### src/rtl/uart_tx_word_serializer.sv
// uart_tx_word_serializer
// Buffers words from the memory read port in a small FIFO, then feeds them
// byte by byte to a UART transmitter using its data_valid/busy handshake.
// Reports sticky overflow and an idle indication to the system controller.
module uart_tx_word_serializer #(
    parameter int DATA_WIDTH = 32,
    parameter int FIFO_DEPTH = 4,
    parameter bit MSB_FIRST  = 1'b0
) (
    input  logic                          clk,
    input  logic                          rst,
    input  logic [DATA_WIDTH-1:0]         word_in,
    input  logic                          word_valid,
    output logic                          word_ready,
    input  logic                          tx_busy,
    output logic [7:0]                    tx_data,
    output logic                          tx_data_valid,
    output logic [$clog2(FIFO_DEPTH):0]   fifo_count,
    output logic                          overflow,
    output logic                          idle
);

    localparam int NBYTES = DATA_WIDTH / 8;
    localparam int PTR_W  = $clog2(FIFO_DEPTH);
    localparam int CNT_W  = PTR_W + 1;
    localparam int IDX_W  = (NBYTES > 1) ? $clog2(NBYTES) : 1;

    localparam logic [IDX_W-1:0] LAST_IDX = IDX_W'(NBYTES - 1);
    localparam logic [CNT_W-1:0] FULL_CNT = CNT_W'(FIFO_DEPTH);

    typedef enum logic [1:0] {
        S_IDLE      = 2'd0,
        S_SEND      = 2'd1,
        S_WAIT_BUSY = 2'd2,
        S_WAIT_DONE = 2'd3
    } state_t;

    state_t                  state;
    state_t                  state_next;

    logic [DATA_WIDTH-1:0]   mem [FIFO_DEPTH];
    logic [PTR_W-1:0]        wr_ptr;
    logic [PTR_W-1:0]        rd_ptr;
    logic [CNT_W-1:0]        count;

    logic [DATA_WIDTH-1:0]   shift_word;
    logic [IDX_W-1:0]        byte_idx;

    logic                    push;
    logic                    pop;
    logic                    strobe;
    logic                    advance;

    // Pick byte number idx of the word in transmit order.
    function automatic logic [7:0] select_byte(input logic [DATA_WIDTH-1:0] w,
                                               input logic [IDX_W-1:0]      idx);
        int                    pos;
        logic [DATA_WIDTH-1:0] shifted;
        if (MSB_FIRST)
            pos = NBYTES - 1 - int'(idx);
        else
            pos = int'(idx);
        shifted = w >> (8 * pos);
        return shifted[7:0];
    endfunction

    // A full FIFO never accepts, even when the head is popped the same cycle.
    assign word_ready = (count != FULL_CNT);
    assign push       = word_valid && word_ready;
    assign fifo_count = count;
    assign idle       = (state == S_IDLE) && (count == '0);

    // FIFO storage: data only, contents are meaningless until pointed at.
    always_ff @(posedge clk) begin
        if (push)
            mem[wr_ptr] <= word_in;
    end

    // FIFO pointers and occupancy; pointers wrap naturally at a power-of-2 depth.
    always_ff @(posedge clk or posedge rst) begin
        if (rst) begin
            wr_ptr <= '0;
            rd_ptr <= '0;
            count  <= '0;
        end else begin
            if (push)
                wr_ptr <= wr_ptr + PTR_W'(1);
            if (pop)
                rd_ptr <= rd_ptr + PTR_W'(1);
            case ({push, pop})
                2'b10:   count <= count + CNT_W'(1);
                2'b01:   count <= count - CNT_W'(1);
                default: count <= count;
            endcase
        end
    end

    // Sticky overflow: any word offered while full is lost; only reset clears it.
    always_ff @(posedge clk or posedge rst) begin
        if (rst)
            overflow <= 1'b0;
        else if (word_valid && !word_ready)
            overflow <= 1'b1;
    end

    // FSM state register.
    always_ff @(posedge clk or posedge rst) begin
        if (rst)
            state <= S_IDLE;
        else
            state <= state_next;
    end

    // FSM next-state logic: one byte per SEND -> WAIT_BUSY -> WAIT_DONE loop.
    always_comb begin
        state_next = state;
        case (state)
            S_IDLE: begin
                if (count != '0)
                    state_next = S_SEND;
            end
            S_SEND: begin
                if (!tx_busy)
                    state_next = S_WAIT_BUSY;
            end
            S_WAIT_BUSY: begin
                if (tx_busy)
                    state_next = S_WAIT_DONE;
            end
            S_WAIT_DONE: begin
                if (!tx_busy)
                    state_next = (byte_idx == LAST_IDX) ? S_IDLE : S_SEND;
            end
            default: state_next = S_IDLE;
        endcase
    end

    // FSM outputs: pop the head, launch a byte, or step to the next byte.
    always_comb begin
        pop     = 1'b0;
        strobe  = 1'b0;
        advance = 1'b0;
        case (state)
            S_IDLE:      pop     = (count != '0);
            S_SEND:      strobe  = !tx_busy;
            S_WAIT_DONE: advance = !tx_busy && (byte_idx != LAST_IDX);
            default: begin
                pop     = 1'b0;
                strobe  = 1'b0;
                advance = 1'b0;
            end
        endcase
    end

    // Word being sent, byte index and the registered UART byte/strobe.
    always_ff @(posedge clk or posedge rst) begin
        if (rst) begin
            shift_word    <= '0;
            byte_idx      <= '0;
            tx_data       <= 8'h00;
            tx_data_valid <= 1'b0;
        end else begin
            tx_data_valid <= strobe;
            if (pop) begin
                shift_word <= mem[rd_ptr];
                byte_idx   <= '0;
            end else if (advance) begin
                byte_idx   <= byte_idx + IDX_W'(1);
            end
            if (strobe)
                tx_data <= select_byte(shift_word, byte_idx);
        end
    end

endmodule

### config.mk
export PLATFORM = sky130hd
export DESIGN_NAME = uart_tx_word_serializer
export DESIGN_NICKNAME = d
export VERILOG_FILES = /design/src/rtl/uart_tx_word_serializer.sv
export SDC_FILE = /design/constraint.sdc
export NUM_CORES = 1
export LEC_CHECK = 0
export CELL_PAD_IN_SITES_DETAIL_PLACEMENT = 1
export CELL_PAD_IN_SITES_GLOBAL_PLACEMENT = 1
export CORE_MARGIN = 4
export CORE_UTILIZATION = 50
export CTS_BUF_LIST = sky130_fd_sc_hd__clkbuf_16
export DETAILED_ROUTE_END_ITERATION = 10
export PLACE_DENSITY_LB_ADDON = 0.25
export SYNTH_ARGS = -nofsm -noshare
export SYNTH_HDL_FRONTEND = slang
export SYNTH_SLANG_ARGS = --single-unit
### constraint.sdc
create_clock -name clk -period 3.1 [get_ports clk]
set_input_delay 0.93 -clock clk [delete_from_list [all_inputs] [get_ports clk]]
set_output_delay 0.93 -clock clk [all_outputs]
set_load 0.01 [all_outputs]
==> key figures <==
Status
  – Outcome: completed

Route
  – Residual DRC count: 0
  – DRT Pass-1 Iters: 4
  – WL/cell: between 20 and 25 microns
  – Vias per std cell: 5.41
  – Post-Route WL: around 14 mm
  – First DRT Iteration DRCs: ~270
  – Vias: roughly 3,500
  – Antenna viol nets, final: 0

Synth
  – Yosys cell types: 31
  – Synthesized area: slightly above 7000 sq um
  – Synth Register Bits: approximately 180
  – Syn Inst Count: roughly 400
  – Mapped Avg Cell Area: between 15 and 20 sq um
  – Synth top area cells: edfxtp_1 54%, dfrtp_1 19%, mux4_2 13%
  – Area leader, netlist: edfxtp_1
  – Post-synth ARST share: slightly below 30%
  – Area share of the largest cell type after synthesis: 54.2%
  – Synthesized Nets: 446
  – Yosys Warn Count: 0
  – Post-synth EDFFs: 128
  – Post-synthesis sequential area ratio: between 70 and 80%
  – Ys flop type: edfxtp_1

Final layout
  – Layout Utilization: 60.7%
  – Layout cell share with drive strength beyond 1: 20.2%
  – Antenna cells: 0
  – Area Overhead vs Synth: 18.8%
  – Most frequent cells in the layout: 128 x edfxtp_1, 98 x nand2_1, 52 x dfrtp_1, 50 x clkdlybuf4s50_1, 40 x mux4_2
  – Most common cell after layout, fill and taps aside: edfxtp_1
  – Fin nets: between 500 and 600

Global route
  – GRT overflow: 0
  – Gr usage total: 18.7%
  – Initial antenna violation count: 0
  – Largest net degree at the start of global routing: 36
  – Vias in the first global route: between 4,000 and 5,000
  – Global-route wire length before repair: 22.4 mm

Worst setup path
  – Worst Setup SP: state[0]
  – Critical path arrival: 2.02 ns
  – Levels on crit path: 4
  – Crit end category: primary output
  – CP cell instances: inv_1 -> ha_1 -> nor4b_4 -> clkdlybuf4s50_1
  – Critical path's top delay family: buffers and inverters
  – R2r startpoint: fifo_count[2]
  – Critical Setup Path Class: reg2out
  – R2R Path End: fifo_count[2]
  – Cell with the largest stage delay on the worst path: clkdlybuf4s50_1
  – Worst setup path endpoint: idle
  – Crit start category: register
  – Max incr delay on CP: about 0.58 ns
  – Req. time, crit path: 2.17 ns
  – Buf/Inv on CP: 2
  – Crit-path max FO: 5
  – Reg2reg path depth: 9
  – Reg-to-reg slack, setup: roughly 0.96 ns

STA
  – Period utilisation layout: 95.1%
  – Final setup margin: roughly 0.15 ns
  – Slew @ Worst Pin: slightly above 0.6 ns
  – Setup Skew: just over 0.009 ns
  – Slew HR: 59.5%
  – RSZ-0062 raised after global routing: no
  – Fmax: 339 MHz
  – TNS Setup: 0 ns
  – Tmin final: 2.95 ns
  – Hold slack: between 0.4 and 0.5 ns
  – Final hold viol count: 0
  – Max Slew Vio Count: 0
  – Final setup fails: 0

Pwr
  – VDD IR max: 0.000492 V
  – Tot Pwr: 8.27 mW
  – Leak: between 3 and 4 nW
  – Power density over the cells: slightly below 1000 nW/um^2

Place
  – Dpl hpwl: around 8.8 mm
  – Pre-CTS setup slack: 0.333 ns
  – Port bufs: 50
  – Final RePlAce weighted congestion: between 0.7 and 0.8

Clock network
  – Post-CTS Setup Bufs: 0
  – Num CTS Buffers: 17
  – Max H-tree Level: 4
  – Max clock buf depth: 2
  – CTS tree: yes
  – CTS Sinks: 181
  – # hold bufs at CTS: 0
  – Worst-path clk slew: roughly 0.060 ns
  – Post-CTS sizing: 0
  – CTS Root Cell: clkbuf_16
  – Clock latency at the later pin of the worst-skew pair: 0.42 ns

Floorplan
  – CORE AREA: roughly 14,000 sq um
  – Die width: 127 microns
  – Num rows: 43
  – I/O pin count: 51
  – Initial Util: about half
  – Die height: roughly 130 microns
  – Die ar.: approximately 16,000 sq um

Hold path
  – Worst Hold Path Cells: 1
  – Tightest Hold Check Type: reg2reg

Job
  – Max-Cap Viols: 0
==> routing by layer <==
| metal | routed length (microns) | track usage (%) | up-vias |
|---|---|---|---|
| met5 | 0 | 0 | - |
| met4 | 225 | 6.62 | 0 |
| met3 | 547 | 4.60 | 19 |
| met2 | 7170 | 31.2 | 72 |
| met1 | 5740 | 24.3 | 1857 |
| li1 | - | - | 1598 |
==> layout make-up <==
| class | instances | area [sq um] |
|---|---|---|
| flip-flops and latches | 181 | 5170 |
| inverters | 12 | 45.0 |
| clock inverters | 15 | 139 |
| well taps | 180 | 225 |
| fillers | 1228 | 5450 |
| multi-input cells | 189 | 1780 |
| repair buffers | 61 | 646 |
| clock buffers | 17 | 425 |
==> worst min-delay path by stage <==
stage                   startpoint              to  slack [ns]
floorplan           shift_word[16]  shift_word[16]        0.44
global placement          overflow        overflow        0.45
detailed placement        overflow        overflow        0.45
CTS                       overflow        overflow        0.47
global route              overflow        overflow        0.51
finish                    overflow        overflow        0.46
==> power breakdown <==
group	leakage, nW	internal, mW	total, mW	switching (mW)
Sequential	1.82	3.31	3.76	0.450
Clock	0.269	1.17	2.04	0.862
Combinational	1.06	1.23	2.48	1.25
Total	3.15	5.71	8.27	2.56
==> Yosys cell counts, types with 2 or more instances <==
cell	instances
and2_1	4
buf_2	9
buf_6	5
clkbuf_1	3
dfrtp_1	53
edfxtp_1	128
ha_1	10
inv_1	10
inv_2	2
mux2_1	2
mux2_2	8
mux4_2	40
nand2_1	98
nor2_1	3
nor2b_1	3
xnor2_1	5
xor2_1	2
==> through the flow <==
| step | std cells | area, sq um |
|---|---|---|
| 6_report | 655 | 8430 |
| 5_1_grt | 655 | 8430 |
| 4_1_cts | 655 | 8420 |
| 3_5_place_dp | 623 | 7850 |
| 3_3_place_gp | 623 | 7850 |
| 2_1_floorplan | 399 | 7090 |
==> flip-flops by register name (all words and copies together) (netlist names) <==
signal	cells
overflow	1
tx_data	8
byte_idx	2
wr_ptr	2
state	2
mem	128
shift_word	32
tx_data_valid	1
rd_ptr	2
fifo_count	3
==> kinds of logic after synthesis <==
logic type      after synthesis  share of synthesized area, %
flops                       181                          72.9
simple gates                114                          6.74
mux                          51                          14.4
buf+inv                      29                          2.22
fa+ha+maj                    11                          2.05
xor+xnor                      7                         0.864
compound gates                6                         0.829
No activity file was read; power rests on OpenSTA's default activity.
